--- src/rtl/db9_pkg.sv ---
// Shared types and constants for the DB9 / Mega Drive pad scanner.
// Word layout, pin order and state/pad-type encodings used by RTL and bench.
package db9_pkg;

    localparam int unsigned PIN_W  = 6;
    localparam int unsigned WORD_W = 16;
    localparam int unsigned SH_W   = 12;

    // Button word bit positions (active-high)
    localparam int unsigned JB_R     = 0;
    localparam int unsigned JB_L     = 1;
    localparam int unsigned JB_D     = 2;
    localparam int unsigned JB_U     = 3;
    localparam int unsigned JB_B     = 4;
    localparam int unsigned JB_C     = 5;
    localparam int unsigned JB_A     = 6;
    localparam int unsigned JB_START = 7;
    localparam int unsigned JB_MODE  = 8;
    localparam int unsigned JB_X     = 9;
    localparam int unsigned JB_Y     = 10;
    localparam int unsigned JB_Z     = 11;

    // Input pin positions on joy_in (active-low on the wire)
    localparam int unsigned PIN_U = 0;
    localparam int unsigned PIN_D = 1;
    localparam int unsigned PIN_L = 2;
    localparam int unsigned PIN_R = 3;
    localparam int unsigned PIN_6 = 4;
    localparam int unsigned PIN_9 = 5;

    typedef enum logic [1:0] {
        PAD_NONE = 2'd0,
        PAD_MD3  = 2'd1,
        PAD_MD6  = 2'd2
    } pad_type_t;

    typedef enum logic {
        SCAN = 1'b0,
        IDLE = 1'b1
    } scan_state_t;

endpackage

--- src/rtl/db9md_pad_scanner_if.sv ---
// Pad-side bus: shared input pins, select/split drive and the decoded words.
interface db9md_pad_scanner_if;
    import db9_pkg::*;

    logic [PIN_W-1:0]  joy_in;
    logic              joy_mdsel;
    logic              joy_split;
    logic [WORD_W-1:0] joystick1;
    logic [WORD_W-1:0] joystick2;
    pad_type_t         pad_type1;
    pad_type_t         pad_type2;
    logic              joy_strobe;

    modport master (
        input  joy_in,
        output joy_mdsel, joy_split, joystick1, joystick2,
               pad_type1, pad_type2, joy_strobe
    );

    modport slave (
        output joy_in,
        input  joy_mdsel, joy_split, joystick1, joystick2,
               pad_type1, pad_type2, joy_strobe
    );

endinterface

--- src/rtl/db9_sync.sv ---
// Two-flop synchronizer for the asynchronous DB9 input pins.
module db9_sync
    import db9_pkg::*;
(
    input  logic             clk,
    input  logic             reset_n,
    input  logic [PIN_W-1:0] d,
    output logic [PIN_W-1:0] q
);

    logic [PIN_W-1:0] meta_q;

    // Pins idle high, so reset to the released level
    always_ff @(posedge clk or negedge reset_n) begin
        if (!reset_n) begin
            meta_q <= '1;
            q      <= '1;
        end else begin
            meta_q <= d;
            q      <= meta_q;
        end
    end

endmodule

--- src/rtl/db9md_pad_scanner.sv ---
// Scans two DB9 ports through one shared pin bus, decoding Atari sticks and
// Mega Drive 3/6-button pads into committed active-high button words.
module db9md_pad_scanner
    import db9_pkg::*;
#(
    parameter int unsigned STEP_CYCLES = 400,
    parameter int unsigned IDLE_CYCLES = 100000
) (
    input  logic                 clk,
    input  logic                 reset_n,
    db9md_pad_scanner_if.master  pad
);

    localparam int unsigned CNT_MAX = (STEP_CYCLES > IDLE_CYCLES) ? STEP_CYCLES : IDLE_CYCLES;
    localparam int unsigned CNT_W   = $clog2(CNT_MAX + 1);
    localparam logic [CNT_W-1:0] STEP_RELOAD = CNT_W'(STEP_CYCLES - 1);
    localparam logic [CNT_W-1:0] IDLE_RELOAD = CNT_W'(IDLE_CYCLES - 1);

    logic [PIN_W-1:0] joy_s;
    logic [PIN_W-1:0] act;

    scan_state_t       state_q, state_d;
    logic [2:0]        phase_q, phase_d, phase_nx;
    logic [CNT_W-1:0]  cnt_q, cnt_d;
    logic              split_q, split_d;
    logic              mdsel_q, mdsel_d;
    logic [SH_W-1:0]   sh_word_q, sh_word_d;
    logic              sh_md_q, sh_md_d;
    logic              sh_six_q, sh_six_d;
    logic [WORD_W-1:0] joy1_q, joy1_d, joy2_q, joy2_d;
    pad_type_t         type1_q, type1_d, type2_q, type2_d;
    pad_type_t         commit_type;
    logic              strobe_q, strobe_d;

    db9_sync u_sync (
        .clk     (clk),
        .reset_n (reset_n),
        .d       (pad.joy_in),
        .q       (joy_s)
    );

    assign act = ~joy_s;

    // State and output registers
    always_ff @(posedge clk or negedge reset_n) begin
        if (!reset_n) begin
            state_q   <= SCAN;
            phase_q   <= 3'd0;
            cnt_q     <= STEP_RELOAD;
            split_q   <= 1'b0;
            mdsel_q   <= 1'b1;
            sh_word_q <= '0;
            sh_md_q   <= 1'b0;
            sh_six_q  <= 1'b0;
            joy1_q    <= '0;
            joy2_q    <= '0;
            type1_q   <= PAD_NONE;
            type2_q   <= PAD_NONE;
            strobe_q  <= 1'b0;
        end else begin
            state_q   <= state_d;
            phase_q   <= phase_d;
            cnt_q     <= cnt_d;
            split_q   <= split_d;
            mdsel_q   <= mdsel_d;
            sh_word_q <= sh_word_d;
            sh_md_q   <= sh_md_d;
            sh_six_q  <= sh_six_d;
            joy1_q    <= joy1_d;
            joy2_q    <= joy2_d;
            type1_q   <= type1_d;
            type2_q   <= type2_d;
            strobe_q  <= strobe_d;
        end
    end

    // Next-state: phase sequencing, per-phase capture on the last clock, commit
    always_comb begin
        state_d   = state_q;
        phase_d   = phase_q;
        cnt_d     = cnt_q;
        split_d   = split_q;
        mdsel_d   = mdsel_q;
        sh_word_d = sh_word_q;
        sh_md_d   = sh_md_q;
        sh_six_d  = sh_six_q;
        joy1_d    = joy1_q;
        joy2_d    = joy2_q;
        type1_d   = type1_q;
        type2_d   = type2_q;
        strobe_d  = 1'b0;
        phase_nx  = phase_q + 3'd1;
        commit_type = sh_md_q ? (sh_six_q ? PAD_MD6 : PAD_MD3) : PAD_NONE;

        case (state_q)
            SCAN: begin
                if (cnt_q != '0) begin
                    cnt_d = cnt_q - CNT_W'(1);
                end else begin
                    case (phase_q)
                        3'd0: begin
                            sh_word_d       = '0;
                            sh_md_d         = 1'b0;
                            sh_six_d        = 1'b0;
                            sh_word_d[JB_U] = act[PIN_U];
                            sh_word_d[JB_D] = act[PIN_D];
                            sh_word_d[JB_L] = act[PIN_L];
                            sh_word_d[JB_R] = act[PIN_R];
                            sh_word_d[JB_B] = act[PIN_6];
                            sh_word_d[JB_C] = act[PIN_9];
                        end
                        3'd1: begin
                            sh_md_d = act[PIN_L] & act[PIN_R];
                            if (act[PIN_L] & act[PIN_R]) begin
                                sh_word_d[JB_A]     = act[PIN_6];
                                sh_word_d[JB_START] = act[PIN_9];
                            end else begin
                                // Single-fire stick: its button reports as A
                                sh_word_d[JB_A] = sh_word_q[JB_B];
                                sh_word_d[JB_B] = 1'b0;
                                sh_word_d[JB_C] = 1'b0;
                            end
                        end
                        3'd5: sh_six_d = sh_md_q & (&act[PIN_R:PIN_U]);
                        3'd6: begin
                            if (sh_six_q) begin
                                sh_word_d[JB_Z]    = act[PIN_U];
                                sh_word_d[JB_Y]    = act[PIN_D];
                                sh_word_d[JB_X]    = act[PIN_L];
                                sh_word_d[JB_MODE] = act[PIN_R];
                            end
                        end
                        default: ;
                    endcase

                    if (phase_q == 3'd7) begin
                        if (split_q) begin
                            joy2_d  = WORD_W'(sh_word_q);
                            type2_d = commit_type;
                        end else begin
                            joy1_d  = WORD_W'(sh_word_q);
                            type1_d = commit_type;
                        end
                        strobe_d = 1'b1;
                        state_d  = IDLE;
                        cnt_d    = IDLE_RELOAD;
                        split_d  = ~split_q;
                        mdsel_d  = 1'b1;
                    end else begin
                        phase_d = phase_nx;
                        cnt_d   = STEP_RELOAD;
                        mdsel_d = ~phase_nx[0];
                    end
                end
            end
            IDLE: begin
                if (cnt_q != '0) begin
                    cnt_d = cnt_q - CNT_W'(1);
                end else begin
                    state_d = SCAN;
                    phase_d = 3'd0;
                    cnt_d   = STEP_RELOAD;
                    mdsel_d = 1'b1;
                end
            end
            default: state_d = SCAN;
        endcase
    end

    assign pad.joy_mdsel  = mdsel_q;
    assign pad.joy_split  = split_q;
    assign pad.joystick1  = joy1_q;
    assign pad.joystick2  = joy2_q;
    assign pad.pad_type1  = type1_q;
    assign pad.pad_type2  = type2_q;
    assign pad.joy_strobe = strobe_q;

endmodule

--- src/flat_wrapper.sv ---
// flat-port wrapper written by rule: the top's interface ports become plain ports
module db9md_pad_scanner_flat import db9_pkg::*;
#(
    parameter int unsigned STEP_CYCLES = 400,
    parameter int unsigned IDLE_CYCLES = 100000
)
  (clk, reset_n, pad_joy_in, pad_joy_mdsel, pad_joy_split, pad_joystick1, pad_joystick2, pad_pad_type1, pad_pad_type2, pad_joy_strobe);
  db9md_pad_scanner_if pad_i ();
  input  logic clk;
  input  logic reset_n;
  input wire logic [$bits(pad_i.joy_in)-1:0] pad_joy_in;
  output wire logic [$bits(pad_i.joy_mdsel)-1:0] pad_joy_mdsel;
  output wire logic [$bits(pad_i.joy_split)-1:0] pad_joy_split;
  output wire logic [$bits(pad_i.joystick1)-1:0] pad_joystick1;
  output wire logic [$bits(pad_i.joystick2)-1:0] pad_joystick2;
  output wire logic [$bits(pad_i.pad_type1)-1:0] pad_pad_type1;
  output wire logic [$bits(pad_i.pad_type2)-1:0] pad_pad_type2;
  output wire logic [$bits(pad_i.joy_strobe)-1:0] pad_joy_strobe;
  assign pad_i.joy_in = pad_joy_in;
  assign pad_joy_mdsel = pad_i.joy_mdsel;
  assign pad_joy_split = pad_i.joy_split;
  assign pad_joystick1 = pad_i.joystick1;
  assign pad_joystick2 = pad_i.joystick2;
  assign pad_pad_type1 = pad_i.pad_type1;
  assign pad_pad_type2 = pad_i.pad_type2;
  assign pad_joy_strobe = pad_i.joy_strobe;
  db9md_pad_scanner #(.STEP_CYCLES(STEP_CYCLES), .IDLE_CYCLES(IDLE_CYCLES)) u_core (.clk(clk), .reset_n(reset_n), .pad(pad_i));
endmodule
--- config.mk ---
export PLATFORM = sky130hd
export DESIGN_NAME = db9md_pad_scanner_flat
export DESIGN_NICKNAME = d
export VERILOG_FILES = /design/src/rtl/db9_pkg.sv /design/src/rtl/db9md_pad_scanner_if.sv /design/src/rtl/db9_sync.sv /design/src/rtl/db9md_pad_scanner.sv /design/src/flat_wrapper.sv
export SDC_FILE = /design/constraint.sdc
export NUM_CORES = 1
export LEC_CHECK = 0
export CORE_AREA = 2 2 103 105
export DETAILED_ROUTE_END_ITERATION = 16
export DIE_AREA = 0 0 105 107
export GPL_TIMING_DRIVEN = 0
export PLACE_DENSITY = 0.52
export SYNTH_ARGS = -nofsm -noshare
export SYNTH_HDL_FRONTEND = slang
export SYNTH_SLANG_ARGS = --single-unit
--- constraint.sdc ---
create_clock -name clk -period 3.4 [get_ports clk]
set_input_delay 0.68 -clock clk [delete_from_list [all_inputs] [get_ports clk]]
set_output_delay 0.68 -clock clk [all_outputs]
set_load 0.1 [all_outputs]
## After elaboration in Yosys (flattened, before gate mapping)

Index checks and enable logic that the tools add are counted.

| operators by class | value |
|---|---|
| add/subtract/negate cells | 2 |
| equality and inequality tests | 10 |
| multiplexer cells | 27 |
| bitwise logic cells | 7 |
| reductions and logical operators | 17 |

Operators by type and width:

| operator | number |
|---|---|
| $mux 17 | 3 |
| $pmux 17 s2 | 1 |
| $reduce_and 4->1 | 6 |
| $reduce_bool 17->1 | 1 |
| $sub 17x1->17 const B | 1 |
| $pmux 4 s2 | 2 |
| $reduce_and 3->1 | 5 |
| $eq 3x3->1 const B | 3 |
| $mux 1 | 9 |
| $mux 3 | 3 |
| $ne 2x2->1 const B | 4 |
| $pmux 1 s2 | 4 |
| $mux 2 | 3 |
| $not 6->6 | 1 |
| $pmux 3 s2 | 1 |
| $reduce_bool 2->1 | 3 |
| $mux 4 | 1 |
| $ne 2x1->1 const B | 2 |
| $not 1->1 | 4 |
| $add 3x1->3 const B | 1 |
| $eq 3x1->1 const B | 1 |
| $logic_not 3->1 | 1 |
| $and 1x1->1 | 2 |
| $reduce_and 2->1 | 1 |

| storage, ports and cells | value |
|---|---|
| register bits | 78 |
| output and inout bits | 39 |
| logic and storage cells | 82 |

## Longest topological paths before layout

| depth | value |
|---|---|
| word-level depth | 5 |
| depth in mapped cells | 7 |

## Cells and area by module

Synthesis repeated with hierarchy kept, for this count alone.

| second synthesis, totals | value |
|---|---|
| cells, all modules | 262 |
| area total of the unflattened synthesis | 3357.0 um^2 |

Modules (own cells, without submodules):

| module | times used | cells an instance | area an instance (um^2) | sequential area each (um^2) |
|---|---|---|---|---|
| db9md_pad_scanner | 1 | 250 | 3041.7 | 1660.3 |
| db9_sync | 1 | 12 | 315.3 | 315.3 |

## Worst setup path after synthesis

OpenSTA, ideal clock, no wires.

| path | value |
|---|---|
| path kind | register -> register |
| start | reg u_core.cnt_q[13] |
| end | reg u_core.joy1_q[10], in the netlist u_core.pad.joystick1[10] |
| library setup time | 125 ps |
| arrival | 2415 ps |
| required time | 3275 ps |
| slack | 859 ps |
| stages on the path, launching flop included | 8 |
| path through | dfrtp_1 or4_4 or3_1 buf_2 or4_1 buf_2 buf_6 mux2_4 |

| on the way | value |
|---|---|
| word-level cells in the longest chain between the ends | 3 |

Ends and longest elaborated chain:

| what | line | source |
|---|---|---|
| start, declared | db9md_pad_scanner.sv:24 | `logic [CNT_W-1:0] cnt_q, cnt_d;` |
| start signal, assigned | db9md_pad_scanner.sv:63 | `cnt_q <= cnt_d;` |
| $reduce_bool 17->1 | db9md_pad_scanner.sv:97 | `if (cnt_q != '0) begin` |
| $not 1->1 (no line) | - |  |
| $reduce_and 4->1 (no line) | - |  |
| end signal, assigned | db9md_pad_scanner.sv:69 | `joy1_q <= joy1_d;` |
| end, declared | db9md_pad_scanner.sv:30 | `logic [WORD_W-1:0] joy1_q, joy1_d, joy2_q, joy2_d;` |

Every way passes these cells.
A chain may end at the register's enable or synchronous reset.

## Worst setup path in the final report

| path | value |
|---|---|
| start | reg u_core.cnt_q[4] |
| end | reg u_core.mdsel_q, in the netlist u_core.pad.joy_mdsel |

| on the way | value |
|---|---|
| word-level cells in the longest chain between the ends | 3 |
| elaborated cells on any way between the ends | 4 |
| classes of those cells | eq/ne: 2; reduce/logical: 2 |

Ends and longest elaborated chain:

| what | line | source |
|---|---|---|
| $reduce_bool 17->1 * | db9md_pad_scanner.sv:97, db9md_pad_scanner.sv:157 |  |
| $ne 2x2->1 (no line) | - |  |
| $reduce_and 2->1 (no line) * | - |  |
| end signal, assigned | db9md_pad_scanner.sv:65 | `mdsel_q <= mdsel_d;` |
| end, declared | db9md_pad_scanner.sv:26 | `logic mdsel_q, mdsel_d;` |

Every way passes the cells marked *; elsewhere a longest branch is shown, timed or not.

==> impl_metrics.py <==
metrics = {
    "sta": {
        "clock.fmax_ghz": 0.338,
        "finalMaxSlewViolations": 0,
        "rsz0062_at_grt": "no",
        "post-route-min-period_ns": 2.95,
        "hold_violations": 0,
        "maxSlewHeadroom_pct": 34.6,
        "setup-tns-final_ns": 0,
        "skew_ns": 0.0156,
        "worst_slew_pin_slew_ns": 0.977,
        "setup_viol": 0,
        "fin_crit_sh_pct": 86.9,
    },
    "placed_design": {
        "hpwl_um": 5030,
        "routabilityCongestion": 0.807,
        "place_area_um2": 4080,
        "portBuffers": 38,
    },
    "clock_network": {
        "ctsHoldBuffers": 0,
        "cts.sinks": 78,
        "cts_tree": "built",
        "clk_pin_slew_ns": 0.10,
        "clk_path_buf_depth": 2,
        "numCtsBuffers": 9,
        "ctsResizeCount": 0,
        "htree_levels": 3,
        "postCtsSetupBuffers": 0,
        "clk-insertion-delay-late_ns": 0.36,
        "root_buffer": "clkbuf_8",
    },
    "grt": {
        "grt_pass1_wl_um": 11700,
        "grt_start_max_net_pins": 70,
        "busiest_layer": "met2",
        "grt_overflow": 0,
        "use_met2_pct": 19.6,
        "grt_use_total_pct": 13.3,
        "antenna_found_initial": 0,
        "grt_use_met1_pct": 19.0,
        "grt_pass1_vias": 2248,
        "globalRouteMet3Util_pct": 2.92,
    },
    "yosys": {
        "ys_types": 44,
        "synth.top_cell.area_share_pct": 42.5,
        "yosys-top-cells-area": "dfrtp_1, dfstp_2, mux2_4",
        "yosys_register_bits": 78,
        "yosysWarnings": 0,
        "synth_cells": 279,
        "syn_avg_cell_area_um2": 12.5,
        "synthArstFlopShare_pct": 100,
        "synth_edf_count": 0,
        "syn_area_um2": 3470,
        "yosys.area.top_type": "dfrtp_1",
        "yosysSeqAreaShare_pct": 56.9,
        "synth_flop_cell": "dfrtp_1",
    },
    "routing": {
        "drc": 0,
        "totalWireLength_um": 7090,
        "routed_via_density": 4.85,
        "vias": 2313,
        "drt-pass1-iter-count": 4,
        "drtAntennaViolNets": 0,
        "drtIter0Drc": 102,
        "avgRoutedWirePerCell_um": 14.9,
    },
    "outcome": {
        "status": "complete, no violations",
    },
    "critical_path": {
        "end_kind": "flop",
        "critPathLaunchType": "flop",
        "path_max_fanout": 10,
        "worstSetupPathType": "reg -> reg",
        "cp.required_ns": 3.68,
        "cp.arrival_ns": 3.24,
    },
    "floorplanning": {
        "die_w_um": 105,
        "core.rowCount": 37,
        "die_area_um2": 11200,
        "fp.coreArea_um2": 10100,
        "start_util_pct": 34.4,
        "die_h_um": 107,
        "ios": 47,
    },
    "pwr": {
        "vdd_drop_max_mv": 0.211,
        "total_leakage_power_uw": 0.00191,
        "cellPowerDensity_nw_per_um2": 395,
    },
    "flow_run": {
        "max-cap-violations": 0,
    },
    "finish": {
        "area_growth_pct": 22.7,
        "diodes": 0,
        "nets": 351,
        "nFillCells": 998,
        "final_area_um2": 4260,
        "drive_gt1_share_pct": 26.1,
    },
    "min_path": {
        "hp-class": "in -> async",
    },
}
-- synthesized netlist by cell type (2+ instances only) --
cell	count
nand2_1	18
o22ai_1	2
xnor2_1	8
nor3_1	7
o211ai_1	2
clkbuf_1	7
xor2_1	4
o21ai_0	7
or2_2	3
a21oi_1	4
inv_1	9
and4_1	2
o31ai_1	14
dfrtp_1	59
nand3_1	2
mux2i_1	2
mux2_2	15
ha_1	7
nand4_1	2
buf_4	8
buf_6	2
mux2_4	18
nor4_1	6
or3b_2	2
or3_1	3
or4_1	7
nor2_1	19
o41ai_1	4
dfstp_2	19
buf_2	3
-- placed cells by master, fill, tap and decap left out, types with 8 or more instances in the layout --
cell type        instances
xnor2_1                  8
dfstp_2                 19
buf_4                    9
mux2_4                  18
clkbuf_8                 9
nor2_1                  19
dfrtp_1                 59
inv_1                    9
nand2_1                 18
conb_1                   8
clkdlybuf4s50_1         37
mux2_2                  15
o31ai_1                 14
-- worst paths after layout --
| kind | end | depth (start not counted) | slack [ns] | from |
|---|---|---|---|---|
| max | u_core.pad.joy_mdsel | 4 | 0.45 | u_core.cnt_q[4] |
| min | u_core.pad.joystick1[9] | 1 | 0.14 | reset_n |
| min reg2reg | u_core.u_sync.q[2] | 0 | 0.36 | u_core.u_sync.meta_q[2] |
| max in group asynchronous | u_core.cnt_q[8] | 2 | 2.64 | reset_n |
| max reg2reg | u_core.pad.joy_mdsel | 4 | 0.45 | u_core.cnt_q[4] |
| min in group clk | u_core.u_sync.q[2] | 0 | 0.36 | u_core.u_sync.meta_q[2] |
-- layer usage --
metal / up-vias / part of all wire (%)
li1: 1101 / -
met5: - / 0
met3: 6 / 4.4
met4: 0 / 1.1
met1: 1156 / 50
met2: 50 / 44
-- sequential cells by signal (all words and copies together) (netlist names), 2 cells and up --
| name | flops |
|---|---|
| u_core.phase_q | 3 |
| u_core.cnt_q | 17 |
| u_core.pad.joystick1 | 12 |
| u_core.u_sync.meta_q | 6 |
| u_core.sh_word_q | 12 |
| u_core.pad.pad_type1 | 2 |
| u_core.pad.pad_type2 | 2 |
| u_core.pad.joystick2 | 12 |
| u_core.u_sync.q | 6 |
-- metrics by stage --
| stage | total power (uW) | utilization [%] | cells | hold slack, ns | worst slack (ns) |
|---|---|---|---|---|---|
| 6_report | 1680 | 42.2 | 477 | 0.135 | 0.445 |
| 5_1_grt | 1750 | 42.2 | 477 | 0.130 | 0.319 |
| 4_1_cts | 1710 | 42.2 | 477 | 0.129 | 0.503 |
| 3_5_place_dp | 1040 | 40.4 | 461 | 0.349 | 0.532 |
| 3_3_place_gp | 1040 | 40.1 | 460 | 0.347 | -1.10 |
| 2_1_floorplan | 1010 | - | 286 | 0.345 | 0.859 |
-- layout make-up --
cell class	instances	area (um^2)	share of cell area, %
clock inverter	7	61.3	1.44
buffer	20	124	2.91
timing repair buffer	39	405	9.51
inverter	9	33.8	0.793
clock buffer	9	124	2.91
sequential	78	1980	46.4
tap	136	170	3.99
multi-input combinational	179	1370	32.1
-- power breakdown --
part / total (uW) / internal (uW) / switching [uW] / leakage (uW)
clock network: 659 / 280 / 379 / 0.0000892
logic: 77.7 / 17.8 / 59.9 / 0.000847
registers: 947 / 941 / 6.00 / 0.000977
total: 1680 / 1240 / 445 / 0.00191
-- worst max-delay path, cell delays in order (launching register included) --
cell	delay (ns)
dfrtp_1	0.42
nor4_1	0.82
nand4_1	0.62
nor2_1	0.61
mux2_2	0.40
-- logic make-up (layout without fill, tap and decap cells) --
logic type	Yosys count	count (layout)	synth area share, %
mux	35	35	13.2
flops	78	78	56.9
compound gates	41	41	8.35
buf+inv	29	84	4.54
fa+ha+maj	7	7	2.52
xor+xnor	12	12	3.02
simple gates	76	76	11.4
other cells	1	8	0.108
(Power assumes the default switching activity.)
